--- config.mk ---
export PLATFORM = sky130hd
export DESIGN_NAME = io_print_arbiter_rr
export DESIGN_NICKNAME = d
export VERILOG_FILES = /design/src/rtl/elpis_io_pkg.sv /design/src/rtl/print_fifo.sv /design/src/rtl/io_print_arbiter_rr.sv
export SDC_FILE = /design/constraint.sdc
export NUM_CORES = 1
export LEC_CHECK = 0
export BUFFER_PORTS_ARGS = -buffer_cell sky130_fd_sc_hd__buf_2
export CORE_UTILIZATION = 30
export CTS_BUF_LIST = sky130_fd_sc_hd__clkbuf_8
export CTS_CLUSTER_SIZE = 8
export DETAILED_ROUTE_END_ITERATION = 10
export GPL_ROUTABILITY_DRIVEN = 0
export GPL_TIMING_DRIVEN = 0
export MAX_ROUTING_LAYER = met4
export SYNTH_ARGS = -nofsm -noshare
export SYNTH_HDL_FRONTEND = slang
export SYNTH_SLANG_ARGS = --single-unit
--- constraint.sdc ---
create_clock -name clk -period 6.06 [get_ports clk]
set_clock_uncertainty 0.2 [all_clocks]
set_input_delay 1.212 -clock clk [delete_from_list [all_inputs] [get_ports clk]]
set_output_delay 1.212 -clock clk [all_outputs]
set_load 0.02 [all_outputs]
--- src/rtl/elpis_io_pkg.sv ---
// Shared definitions for the Elpis core I/O path.
//  ELPIS_DATA_W  : width of a print word
//  ELPIS_N_CORES : default number of cores feeding the print path
//  id_width()    : bits needed to tag a word with its source core (min 1)
package elpis_io_pkg;

    localparam int ELPIS_DATA_W  = 32;
    localparam int ELPIS_N_CORES = 4;

    function automatic int id_width(input int n_cores);
        return (n_cores > 1) ? $clog2(n_cores) : 1;
    endfunction

endpackage

--- src/rtl/print_fifo.sv ---
// Synchronous first-word-fall-through FIFO for tagged print words.
//  clk, reset : clock, synchronous active-low reset (empties the FIFO)
//  push       : write push_data this cycle (ignored when full)
//  push_data  : entry to store
//  pop        : drop the head entry this cycle (ignored when empty)
//  head       : current head entry, 0 when empty
//  full/empty : occupancy flags
//  count      : occupancy, 0..DEPTH
module print_fifo #(
    parameter int W     = 34,
    parameter int DEPTH = 8
) (
    input  logic                       clk,
    input  logic                       reset,
    input  logic                       push,
    input  logic [W-1:0]               push_data,
    input  logic                       pop,
    output logic [W-1:0]               head,
    output logic                       full,
    output logic                       empty,
    output logic [$clog2(DEPTH+1)-1:0] count
);

    localparam int AW = $clog2(DEPTH);
    localparam int CW = $clog2(DEPTH+1);

    logic [W-1:0]  mem [DEPTH];
    logic [AW-1:0] wr_ptr, rd_ptr;
    logic          do_push, do_pop;

    assign full    = (count == CW'(DEPTH));
    assign empty   = (count == '0);
    assign do_push = push && !full;
    assign do_pop  = pop && !empty;
    // Storage is never reset, so mask the head to keep outputs clean when empty.
    assign head    = empty ? '0 : mem[rd_ptr];

    always_ff @(posedge clk) begin
        if (do_push) mem[wr_ptr] <= push_data;
    end

    // Pointers are exactly log2(DEPTH) wide and wrap by overflow; occupancy
    // is kept in its own counter so full and empty are unambiguous.
    always_ff @(posedge clk) begin
        if (!reset) begin
            wr_ptr <= '0;
            rd_ptr <= '0;
            count  <= '0;
        end else begin
            if (do_push) wr_ptr <= wr_ptr + 1'b1;
            if (do_pop)  rd_ptr <= rd_ptr + 1'b1;
            case ({do_push, do_pop})
                2'b10:   count <= count + 1'b1;
                2'b01:   count <= count - 1'b1;
                default: count <= count;
            endcase
        end
    end

endmodule

--- src/rtl/io_print_arbiter_rr.sv ---
// Round-robin print arbiter for N Elpis cores.
// Captures at most one core request per cycle into a tagged FWFT FIFO and
// drains it to chip_controller with a valid/ready handshake.
//  clk, reset       : clock, synchronous active-low reset
//  req_core         : per-core level request, held until acked
//  data_core        : core i word at [i*DATA_W +: DATA_W]
//  is_ready_core    : one-cycle ack, the cycle after capture
//  print_hex_enable : FIFO head valid
//  print_output     : FIFO head word (0 when empty)
//  print_core_id    : FIFO head source core (0 when empty)
//  print_ready      : consumer takes the head this cycle
//  fifo_count       : FIFO occupancy
module io_print_arbiter_rr
    import elpis_io_pkg::*;
#(
    parameter int  N_CORES = ELPIS_N_CORES,
    parameter int  DATA_W  = ELPIS_DATA_W,
    parameter int  DEPTH   = 8,
    localparam int ID_W    = id_width(N_CORES)
) (
    input  logic                        clk,
    input  logic                        reset,
    input  logic [N_CORES-1:0]          req_core,
    input  logic [N_CORES*DATA_W-1:0]   data_core,
    output logic [N_CORES-1:0]          is_ready_core,
    output logic                        print_hex_enable,
    output logic [DATA_W-1:0]           print_output,
    output logic [ID_W-1:0]             print_core_id,
    input  logic                        print_ready,
    output logic [$clog2(DEPTH+1)-1:0]  fifo_count
);

    logic [N_CORES-1:0]     mask, eligible, grant_oh;
    logic [ID_W-1:0]        rr_ptr, winner, scan_idx;
    logic                   found, grant;
    logic                   fifo_full, fifo_empty;
    logic [ID_W+DATA_W-1:0] fifo_head;

    assign eligible = req_core & ~mask;

    // Scan from the core after the last winner, wrapping; first hit wins.
    always_comb begin
        found    = 1'b0;
        winner   = '0;
        scan_idx = '0;
        for (int k = 1; k <= N_CORES; k++) begin
            scan_idx = ID_W'((int'(rr_ptr) + k) % N_CORES);
            if (!found && eligible[scan_idx]) begin
                found  = 1'b1;
                winner = scan_idx;
            end
        end
        // A full FIFO blocks the grant outright, even if it pops this cycle.
        grant    = found && !fifo_full;
        grant_oh = '0;
        if (grant) grant_oh[winner] = 1'b1;
    end

    // The ack and the mask are the same pulse: the acked core is blocked for
    // exactly the cycle it sees its ack, so dropping req then is safe.
    always_ff @(posedge clk) begin
        if (!reset) begin
            rr_ptr <= ID_W'(N_CORES - 1);
            mask   <= '0;
        end else begin
            mask <= grant_oh;
            if (grant) rr_ptr <= winner;
        end
    end

    assign is_ready_core = mask;

    print_fifo #(
        .W     (ID_W + DATA_W),
        .DEPTH (DEPTH)
    ) u_fifo (
        .clk       (clk),
        .reset     (reset),
        .push      (grant),
        .push_data ({winner, data_core[winner*DATA_W +: DATA_W]}),
        .pop       (print_ready && !fifo_empty),
        .head      (fifo_head),
        .full      (fifo_full),
        .empty     (fifo_empty),
        .count     (fifo_count)
    );

    assign print_hex_enable = !fifo_empty;
    assign print_output     = fifo_head[DATA_W-1:0];
    assign print_core_id    = fifo_head[DATA_W +: ID_W];

endmodule

==> results summary, run 1 <==
The achievable clock frequency is 243 MHz. Summing over every cut layer, the via total after detailed routing is 7421. The relative max-transition margin is 17.5%. The full die area came out at 41500 µm².

The run finished with clean final reports. The TritonCTS buffer count came out at 48. The count of flip-flops with a built-in enable after synthesis came out at 272. The core region is 39900 µm². The path class of the tightest hold or removal check is flip-flop to flip-flop. Of the post-synthesis cell area, the dominant cell type holds 66.9%. At the pin with the least slew margin, the transition time is 1240 ps. In the finished design, the share of the clock period the worst path needs comes to 67.9%. For this run, asynchronously set or reset flops after synthesis account for 0%. The signal on the critical path passes through clkbuf_1 > buf_1 > mux2i_1 > nor2_1 > buf_2. The non-filler instance count after layout came out at 1524. The number of H-tree levels came out at 2. The endpoint required time on the critical path is 4650 ps.

The total cell area at the placement stage is 14000 µm². The worst hold path begins at u_fifo.wr_ptr[0]. The worst setup path is launched from a flip-flop.

After clock tree synthesis, the setup repair step added 0 buffers. The wire length of the first global-routing pass came out at 48300 µm. The count of pins over their slew limit came out at 0.

The worst-path maximum fanout came out at 10. After technology mapping, the gate count stands at 719. The worst register-to-register path begins at is_ready_core[0].

After clock tree synthesis, the clock-pin slew on the worst setup and hold paths is 60 ps. The kind of cell with the highest combined delay along the critical path is buffers and inverters. The count of placed standard cells including taps came out at 1436. The DRC violations left is 0. The overall track demand over capacity in global routing is 16.8%. The worst slack on hold paths came out at 296 ps.

The post-route cell area came out at 15000 µm². The HPWL after detailed placement is 23100 µm. Summing the areas of all fa, ha and maj instances in the mapped netlist gives 0.512% of the synthesized area. The final core utilization is 37.6%. The worst hold path passes through 2 cells.

The initial antenna violation count came out at 0. The number of routed nets with antenna violations is 0. The synthesized design spends more area on one cell type than any other, namely edfxtp_1.

The leading register cell type out of synthesis is edfxtp_1. The proportion of synthesized area in mux cells is 15.5%. The fraction of final layout cells sized beyond drive strength 1 is 37.3%. Counting buffers and inverters, the worst setup path is 5 cells deep. Setup violations remaining at the end of the flow were counted as 0. The worst setup path is captured at an output pin. After global routing the overflow that remains totals 0. The worst setup slack after layout is 1950 ps. The design draws 7.19 mW. The count of cell types in the netlist is 42. In this run, post-CTS hold repair placed 0 buffers. The aggregate negative setup slack is 0 ps. The largest individual stage delay along the critical path comes from the cell buf_1. The number of cells on the worst reg-to-reg path is 6. The number of cell rows came out at 73. The delay of the slowest cell on the worst path is 790 ps. The floorplan step set the die height to 204 µm. The repair_antennas step left the layout with diodes totalling 0. The standby leakage power came out at 5.29 nW. The CTS tree is built. After detailed routing, the average wire length per cell comes to 22.2 µm. Counting every sink on the clock net gives 291. The number of violations of the max-capacitance limit came out at 0. The later pin in the worst-skew pair is clocked with a latency of 550 ps. Counting along the longest clock path gives a buffer depth of 3. IR analysis of the VDD net gives a maximum drop of 0.208 mV.

Sequential elements use 70.0% of the synthesized area. Dividing total power by cell area gives a power density of 480 nW/µm². The number of buffers added on ports is 177. The number of detailed-routing iterations run before antenna repair is 5. The violation count after the first detailed-routing iteration is 761. The clock root buffer is clkbuf_8.

Dividing the synthesized area by the synthesized cell count gives 17.0 µm². The number of nets in the layout came out at 1101. The yosys synthesis warning count is 0. The number of buffer and inverter stages on the critical path came out at 3. The cell area after synthesis is 12200 µm². By area, the combinational part of the netlist is dominated by multiplexers. Gates resized during post-CTS repair numbered 0. The hold violation total from the final report came to 0.

The arrival time of the worst setup path came out at 2700 ps. The die width came out at 204 µm. The number of primary I/O pins came out at 178. The via count of the first global-routing pass came out at 7556.

The synthesized-area fraction occupied by and/or/nand/nor cells is 6.49%. The critical path in this run is classified as flip-flop to output pin. The register bit count reported by yosys is 291. The average vias per placed instance came out at 4.87. The synthesized netlist devotes 4.75% of its cell area to compound gates. The synthesis-to-finish area growth came out at 22.8%. Prior to clock tree synthesis, the placed netlist has a worst setup slack of 1770 ps.

The fraction of synthesized cell area in xor and xnor cells is 0.502%. The post-synth net total is 859. By area the synthesized netlist is led by edfxtp_1, mux4_2, nand2_1. Summed over all layers, the routed wires come to 33900 µm.

The starting density of the core is 30.6%. The maximum number of pins on one net before global-route repair is 21. Setup repair after global routing left no endpoint under its margin. The final critical delay including setup and external delays is 4110 ps.
## final cells by class
| type | count | area [µm²] |
|---|---|---|
| Buffer | 47 | 258 |
| Clock buffer | 56 | 771 |
| Clock inverter | 32 | 184 |
| Fill cell | 3717 | 24900 |
| Inverter | 5 | 18.8 |
| Multi-Input combinational cell | 376 | 3440 |
| Sequential cell | 291 | 8550 |
| Tap cell | 525 | 657 |
| Timing Repair Buffer | 192 | 1120 |
## final timing paths
kind / to / slack [ps]
worst max-delay path: print_output[14] / 1950
worst min-delay path: u_fifo.wr_ptr[0] / 300
worst max register to register: u_fifo.mem[0][11] / 2760
worst min register to register: u_fifo.wr_ptr[0] / 300
## cells in the final DEF (no fill, tap or decap), drive strengths merged, types with 2 or more instances in the layout
cell | Yosys | layout
inv | 5 | 29
o221a | 2 | 2
o211ai | 2 | 2
nand2b | 7 | 7
and2 | 8 | 8
dfxtp | 19 | 19
xnor2 | 3 | 3
a21boi | 3 | 3
clkinv | 0 | 4
a32oi | 32 | 32
bufinv | 0 | 2
a21oi | 34 | 34
mux4 | 68 | 68
nor2 | 40 | 40
ha | 5 | 5
o21ai | 3 | 3
nor2b | 5 | 5
xor2 | 4 | 4
clkbuf | 15 | 71
nor3 | 7 | 7
mux2i | 36 | 36
nand2 | 106 | 106
buf | 32 | 224
edfxtp | 272 | 272
clkinvlp | 0 | 2
## metal layers
layer | share of wire (%) | track usage (%)
met5 | 0 | -
met4 | 2.2 | 5.05
met3 | 7.1 | 4.01
met2 | 48 | 26.5
met1 | 43 | 21.3
## state kept, by name (all words and copies together) (netlist names), named ones only
signal	count
u_fifo.mem	272
is_ready_core	4
u_fifo.count	4
u_fifo.rd_ptr	3
u_fifo.wr_ptr	3
rr_ptr	2
## report_power, final
group / switching [mW] / internal [mW] / leakage (nW)
clock network: 0.752 / 0.924 / 0.572
logic: 1.68 / 0.933 / 2.07
registers: 0.0889 / 2.82 / 2.65
total: 2.52 / 4.67 / 5.29
## worst reg2reg max path: cells and delay by family (launching register included)
kind / cells / cell delay [ps]
flip-flops: 1 / 410
buffers and inverters: 1 / 770
AND/OR/NAND/NOR: 1 / 180
AO/OA/AOI/OAI: 4 / 1440
## synthesized netlist by cell type, drive strengths merged (7+ instances only)
library cell,n
a21oi,34
a32oi,32
and2,8
buf,32
clkbuf,15
dfxtp,19
edfxtp,272
mux2i,36
mux4,68
nand2,106
nand2b,7
nor2,40
nor3,7
## logic make-up (layout without fill, tap and decap cells)
| logic type | after synthesis | count (layout) |
|---|---|---|
| AO/OA/AOI/OAI | 81 | 81 |
| XOR/XNOR | 7 | 7 |
| adder cells (fa/ha/maj) | 5 | 5 |
| buffers and inverters | 52 | 332 |
| flip-flops | 291 | 291 |
| multiplexers | 104 | 104 |
| AND/OR/NAND/NOR | 179 | 179 |
Power figures use the tool's default switching activity.
==> inputs of run 2 (changes only) <==
Clock period 6.06 ns to 3.65 ns, I/O delays scaled along.
==> results summary, run 2 (synthesis results as in run 1) <==
The number of buffers added on ports came out at 177 (unchanged). The family with the most delay on the worst path is buffers and inverters. The tightest min-delay check is of the input port to flip-flop type.

The sequential cell fraction of total power came out at 41.3% (+0.9 points). The worst ir drop on vdd is 0.370 mV (+78%). The final cycle utilization of the critical path is 96.7%. The worst hold path begins at reset.

The average wire per standard cell is 22.0 µm (-0.87%). The reported net switching power came to 4.15 mW (+65%). The area inside the core boundary came out at 39900 µm² (unchanged).

The violation count after the first detailed-routing iteration came out at 687 (-9.7%). The number of detailed-routing iterations run before antenna repair is 5 (unchanged). The detailed-route via count came out at 7476 (+0.74%). The switching share of power is 35.5% (+0.44 points). The number of cell rows came out at 73 (unchanged).

The endpoint required time on the critical path came out at 2720 ps (-1930 ps). The achievable clock frequency came out at 283 MHz. The number of nets in the layout was 1096 (-0.45%). Walking the worst path, the cells encountered are clkbuf_1 > buf_2 > buf_4 > mux4_2 > mux2i_1 > nor2_1 > buf_2.

The aggregate negative setup slack came to 0 ps (unchanged). The clock tree buffer depth came out at 3 (unchanged). The number of primary I/O pins is 178 (unchanged). TritonCTS built the clock tree. The worst slack on hold paths was 267 ps (-29.0 ps). The number of buffer and inverter stages on the critical path came out at 4 (+1). The library cell used most frequently in the layout, excluding fill and tap cells, is edfxtp_1. The type of element capturing the critical path is an output pin. The placed wire-length estimate is 22900 µm (-0.77%). The total power after layout is 11.7 mW (+63%). The worst register-to-register path begins at is_ready_core[3]. The initial antenna violation count is 1 (+1). The number of violations of the max-capacitance limit came out at 0 (unchanged). The starting density of the core was 30.6% (unchanged). The run finished with clean final reports.

The number of routed nets with antenna violations came to 0 (unchanged). The part of the power in the clock network is 21.6% (-1.7 points). The library cells used most frequently in the layout, excluding fill and tap cells, are edfxtp_1, buf_2, nand2_1. The delay of the slowest cell on the worst path is 340 ps (-450 ps). The fraction of final layout cells sized beyond drive strength 1 came out at 36.9% (-0.48 points). The clock net sink count is 291 (unchanged). Among all stages on the critical path, the largest delay is contributed by buf_2. The via count of the first global-routing pass is 7545 (-0.15%). The wire length of the first global-routing pass is 48100 µm (-0.49%).

The DRC violations left came out at 0 (unchanged). The hold violation total from the final report came out at 0 (unchanged). The cell occurring most often along the worst timing path is buf_2. The full die area came out at 41500 µm² (unchanged). The standby leakage power came to 5.26 nW (-0.57%). The post-route cell area is 15000 µm² (-0.11%). The total cell area at the placement stage was 14100 µm² (+0.27%). The startpoint class of the critical path is a flip-flop. The combinational group share of total power is 37.1% (+0.8 points). The final core utilization came out at 37.5% (-0.041 points).

The later-pin clock latency in the skew report came out at 570 ps (+20 ps). The final critical delay including setup and external delays is 3530 ps. The sum of routed wire length over all layers is 33500 µm (-1.1%). The slew at the pin with the worst max-slew slack came to 985 ps (-252 ps).

The relative max-transition margin came to 34.3% (+17 points). The worst-path maximum fanout came to 10 (unchanged). CTS placed an instance of clkbuf_8 at the clock tree root. The die width is 204 µm (unchanged). The number of H-tree levels is 2 (unchanged). The overall track demand over capacity in global routing was 16.6% (-0.21 points). The register with the most flip-flops in the final layout is u_fifo.mem.

The cell internal power dissipation came to 7.55 mW (+62%). The total of fill cells in the finished design came out at 3748 (+0.83%). From synthesis to final layout, the design area changed by 22.7%. The ratio of total power to cell area is 781 nW/µm² (+63%). The clock slew at the register clock pins of the worst setup and hold paths came out at 60 ps (about the same). The number of post-CTS setup repair buffers came out at 0 (unchanged). The arrival time of the worst setup path is 2600 ps (-100 ps). Setup repair after global routing left no endpoint under its margin. The critical path in this run is classified as flip-flop to output pin.

The die boundary height is 204 µm (unchanged). The average vias per placed instance is 4.92 (+1.0%). The aggregate global routing overflow came out at 0 (unchanged).

The TritonCTS buffer count came out at 48 (unchanged). The count of pins over their slew limit came out at 0 (unchanged). The maximum number of pins on one net before global-route repair came out at 22 (+4.8%). The flip-flop count of the largest register, all copies and words added was 272 (unchanged). The number of failing setup endpoints in the final timing report came to 0 (unchanged).
[run 2: cell count changes in the layout (fill, tap and decap cells not counted), moves of 3 or more]
cell	delta
buf_16	+6
buf_2	-6
clkinv_1	+6
buf_6	-5
clkbuf_4	+5
clkbuf_8	-5
buf_12	-4
clkbuf_1	-4
clkbuf_2	+3
[run 2: path summary, 6_finish.rpt]
path,slack [ps],end,cells past startpoint
max,120,print_output[16],7
min,270,u_fifo.count[2],2
max reg2reg,420,u_fifo.mem[4][8],6
min reg2reg,290,u_fifo.wr_ptr[0],2
[run 2: final cells by class]
type	instances	area (µm²)	share of cell area, %
diodes	2	5.00	0.0334
multi-input cells	376	3460	23.1
repair buffers	188	1140	7.63
clock inverters	36	153	1.02
flip-flops and latches	291	8550	57.1
plain buffers	46	299	2.00
inverters	5	18.8	0.125
clock buffers	51	702	4.68
well taps	525	657	4.38
[run 2: power groups by stage]
stage	logic, mW	clock network [mW]	registers [mW]
after floorplan	2.69	0	4.87
after global placement	4.20	0	4.90
after detailed placement	4.42	0	4.89
after CTS	4.43	2.59	4.83
after global routing	4.69	2.75	4.87
final	4.34	2.53	4.83
[run 2: per-stage QoR]
stage	setup WS (ps)	instances
6_report	120	1520
5_1_grt	34.9	1519
4_1_cts	34.3	1519
3_5_place_dp	-61.8	1432
3_3_place_gp	-1650	1421
2_1_floorplan	214	719
[run 2: what timing repair did]
item / in CTS / in global routing
hold buffers: 0 / 0
setup endpoints to repair: 7 / 10
gates resized for setup: 7 / 12
gates cloned: 0 / 0
endpoints found under the hold margin: 0 / 0
[run 2: layer usage]
metal | up-vias | track usage [%] | wire (µm)
li1 | 3334 | - | -
met1 | 3804 | 21.8 | 14600
met2 | 288 | 25.7 | 16100
met3 | 50 | 3.15 | 1940
met4 | 0 | 5.64 | 826
met5 | - | - | 0
==> inputs of run 3 (changes only) <==
Settings changed: CELL_PAD_IN_SITES_DETAIL_PLACEMENT set to 1, CELL_PAD_IN_SITES_GLOBAL_PLACEMENT set to 1, PLACE_DENSITY_LB_ADDON set to 0.1.
==> results summary, run 3 (synthesis results as in run 1) <==
The worst setup slack after layout was 133 ps (+13.0 ps). The starting density of the core is 30.6% (unchanged). The slew at the pin with the worst max-slew slack came to 984 ps (-0.992 ps).

The diode insertion count for antenna repair came out at 0 (-2). The post-route cell area is 14900 µm² (-0.48%). The number of nets in the layout is 1098 (+0.18%). The tree is rooted in a clkbuf_8. The number of buffers added on ports came out at 177 (unchanged). The number of failing setup endpoints in the final timing report came to 0 (unchanged). The clock tree buffer depth came out at 3 (unchanged).

The non-filler instance count after layout was 1514 (-0.39%). The overall track demand over capacity in global routing is 18.0% (+1.5 points). The critical setup path kind is flip-flop to output pin. The largest register by flop count is u_fifo.mem. The placed wire-length estimate came out at 24100 µm (+5.3%). The hold violation total from the final report is 0 (unchanged). The via count of the first global-routing pass is 8027 (+6.4%). The full die area is 41500 µm² (unchanged).

The aggregate global routing overflow came out at 0 (unchanged). The worst ir drop on vdd is 0.249 mV (-33%). The later-pin clock latency in the skew report came out at 580 ps (about the same).

The final critical delay including setup and external delays came out at 3520 ps (-13.0 ps). The total power after layout was 11.7 mW (about the same). The average wire per standard cell came out at 23.7 µm (+7.4%).

The ratio of total power to cell area came to 785 nW/µm² (+0.57%). The type of element capturing the critical path is an output pin. The CTS tree is built. The area inside the core boundary was 39900 µm² (unchanged). The count of pins over their slew limit is 0 (unchanged). The worst hold path belongs to the class input port to flip-flop. The library cell used most frequently in the layout, excluding fill and tap cells, is edfxtp_1.

The die width is 204 µm (unchanged). The total cell area at the placement stage came out at 14000 µm² (-0.28%). The number of H-tree levels came to 2 (unchanged). The aggregate negative setup slack came out at 0 ps (unchanged). The sum of routed wire length over all layers is 35900 µm (+7.0%). The synthesis-to-finish area growth is 22.1%. The wire length of the first global-routing pass is 51900 µm (+8.0%). The violation count after the first detailed-routing iteration is 401 (-42%). The setup slack on the worst flop-to-flop path came to 490 ps (+70 ps). The flow ran to the end, and the final reports show no timing, DRC or antenna violations.

The post-placement setup slack came to 13.9 ps (+75.7 ps). The fraction of final layout cells sized beyond drive strength 1 was 36.9% (+0.048 points). The worst-path maximum fanout came out at 10 (unchanged).

The number of cell rows came out at 73 (unchanged). The final core utilization is 37.4% (-0.18 points). The arrival time of the worst setup path came out at 2590 ps (about the same). The die boundary height is 204 µm (unchanged).

The number of routed nets with antenna violations is 0 (unchanged). The relative max-transition margin is 34.4% (+0.066 points). The DRC violations left came to 0 (unchanged). The number of post-CTS setup repair buffers came out at 0 (unchanged).

The count of placed standard cells including taps came out at 1431 (-0.070%). The detailed-route via count came to 7345 (-1.8%). The endpoint required time on the critical path came to 2720 ps (about the same). The number of primary I/O pins was 178 (unchanged). The worst slack on hold paths came to 258 ps (-8.87 ps). The number of detailed-routing iterations run before antenna repair is 5 (unchanged). The quantity of hold-fixing buffers added after cts is 0 (unchanged). The number of violations of the max-capacitance limit came out at 0 (unchanged). The clock net sink count is 291 (unchanged). The worst setup path is launched from a flip-flop. The final cycle utilization of the critical path is 96.3% (-0.36 points).

Setup repair after global routing could not meet its margin everywhere. The maximum number of pins on one net before global-route repair came to 24 (+9.1%). The flip-flop count of the largest register, all copies and words added came out at 272 (unchanged). The standby leakage power came out at 5.23 nW (-0.67%). The achievable clock frequency is 284 MHz (+0.37%). The initial antenna violation count was 1 (unchanged). Leaving out fill and tap cells, the most frequent cells in the layout are edfxtp_1, buf_2, nand2_1. The average vias per placed instance is 4.85 (-1.4%). The clock slew at the register clock pins of the worst setup and hold paths came to 60 ps (about the same). The TritonCTS buffer count is 51 (+6.3%).

The total of fill cells in the finished design is 4081 (+8.9%).
-- run 3: layout make-up --
class                           instances  area (µm²)  area share (%)
Clock buffer                           51         702            4.71
Tap cell                              525         657            4.41
Clock inverter                         33         130           0.873
Inverter                                5        18.8           0.126
Sequential cell                       291        8550            57.3
Multi-Input combinational cell        376        3460            23.2
Buffer                                 46         295            1.98
Timing Repair Buffer                  187        1100            7.40
-- run 3: layer usage --
layer / vias to the layer above / wire length, µm / part of all wire [%] / global-route usage [%]
li1: 3322 / - / - / -
met5: - / 0 / 0 / -
met2: 207 / 17400 / 49 / 29.0
met1: 3773 / 15800 / 44 / 23.6
met4: 0 / 572 / 1.6 / 4.40
met3: 43 / 2070 / 5.8 / 3.24
-- run 3: critical path, cell delays in order, from the launching register on --
cell	delay, ps
dfxtp_1	400
nor4_4	830
buf_2	410
nor2_1	180
buf_2	190
-- run 3: path summary, 6_finish.rpt --
path,from,end,cells after the start
max,u_fifo.count[0],print_output[8],4
min,reset,u_fifo.wr_ptr[0],2
max reg2reg,is_ready_core[3],u_fifo.mem[2][11],6
min reg2reg,u_fifo.wr_ptr[0],u_fifo.wr_ptr[0],2
-- run 3: repair_timing --
action,4_1_cts,5_1_grt
gates cloned,0,0
resized for setup,11,4
endpoints found under the setup margin,28,8
-- run 3: power breakdown --
group / internal, mW / switching [mW] / total (mW)
Sequential: 4.68 / 0.156 / 4.83
Clock: 1.28 / 1.25 / 2.53
Combinational: 1.57 / 2.77 / 4.34
Total: 7.53 / 4.18 / 11.7
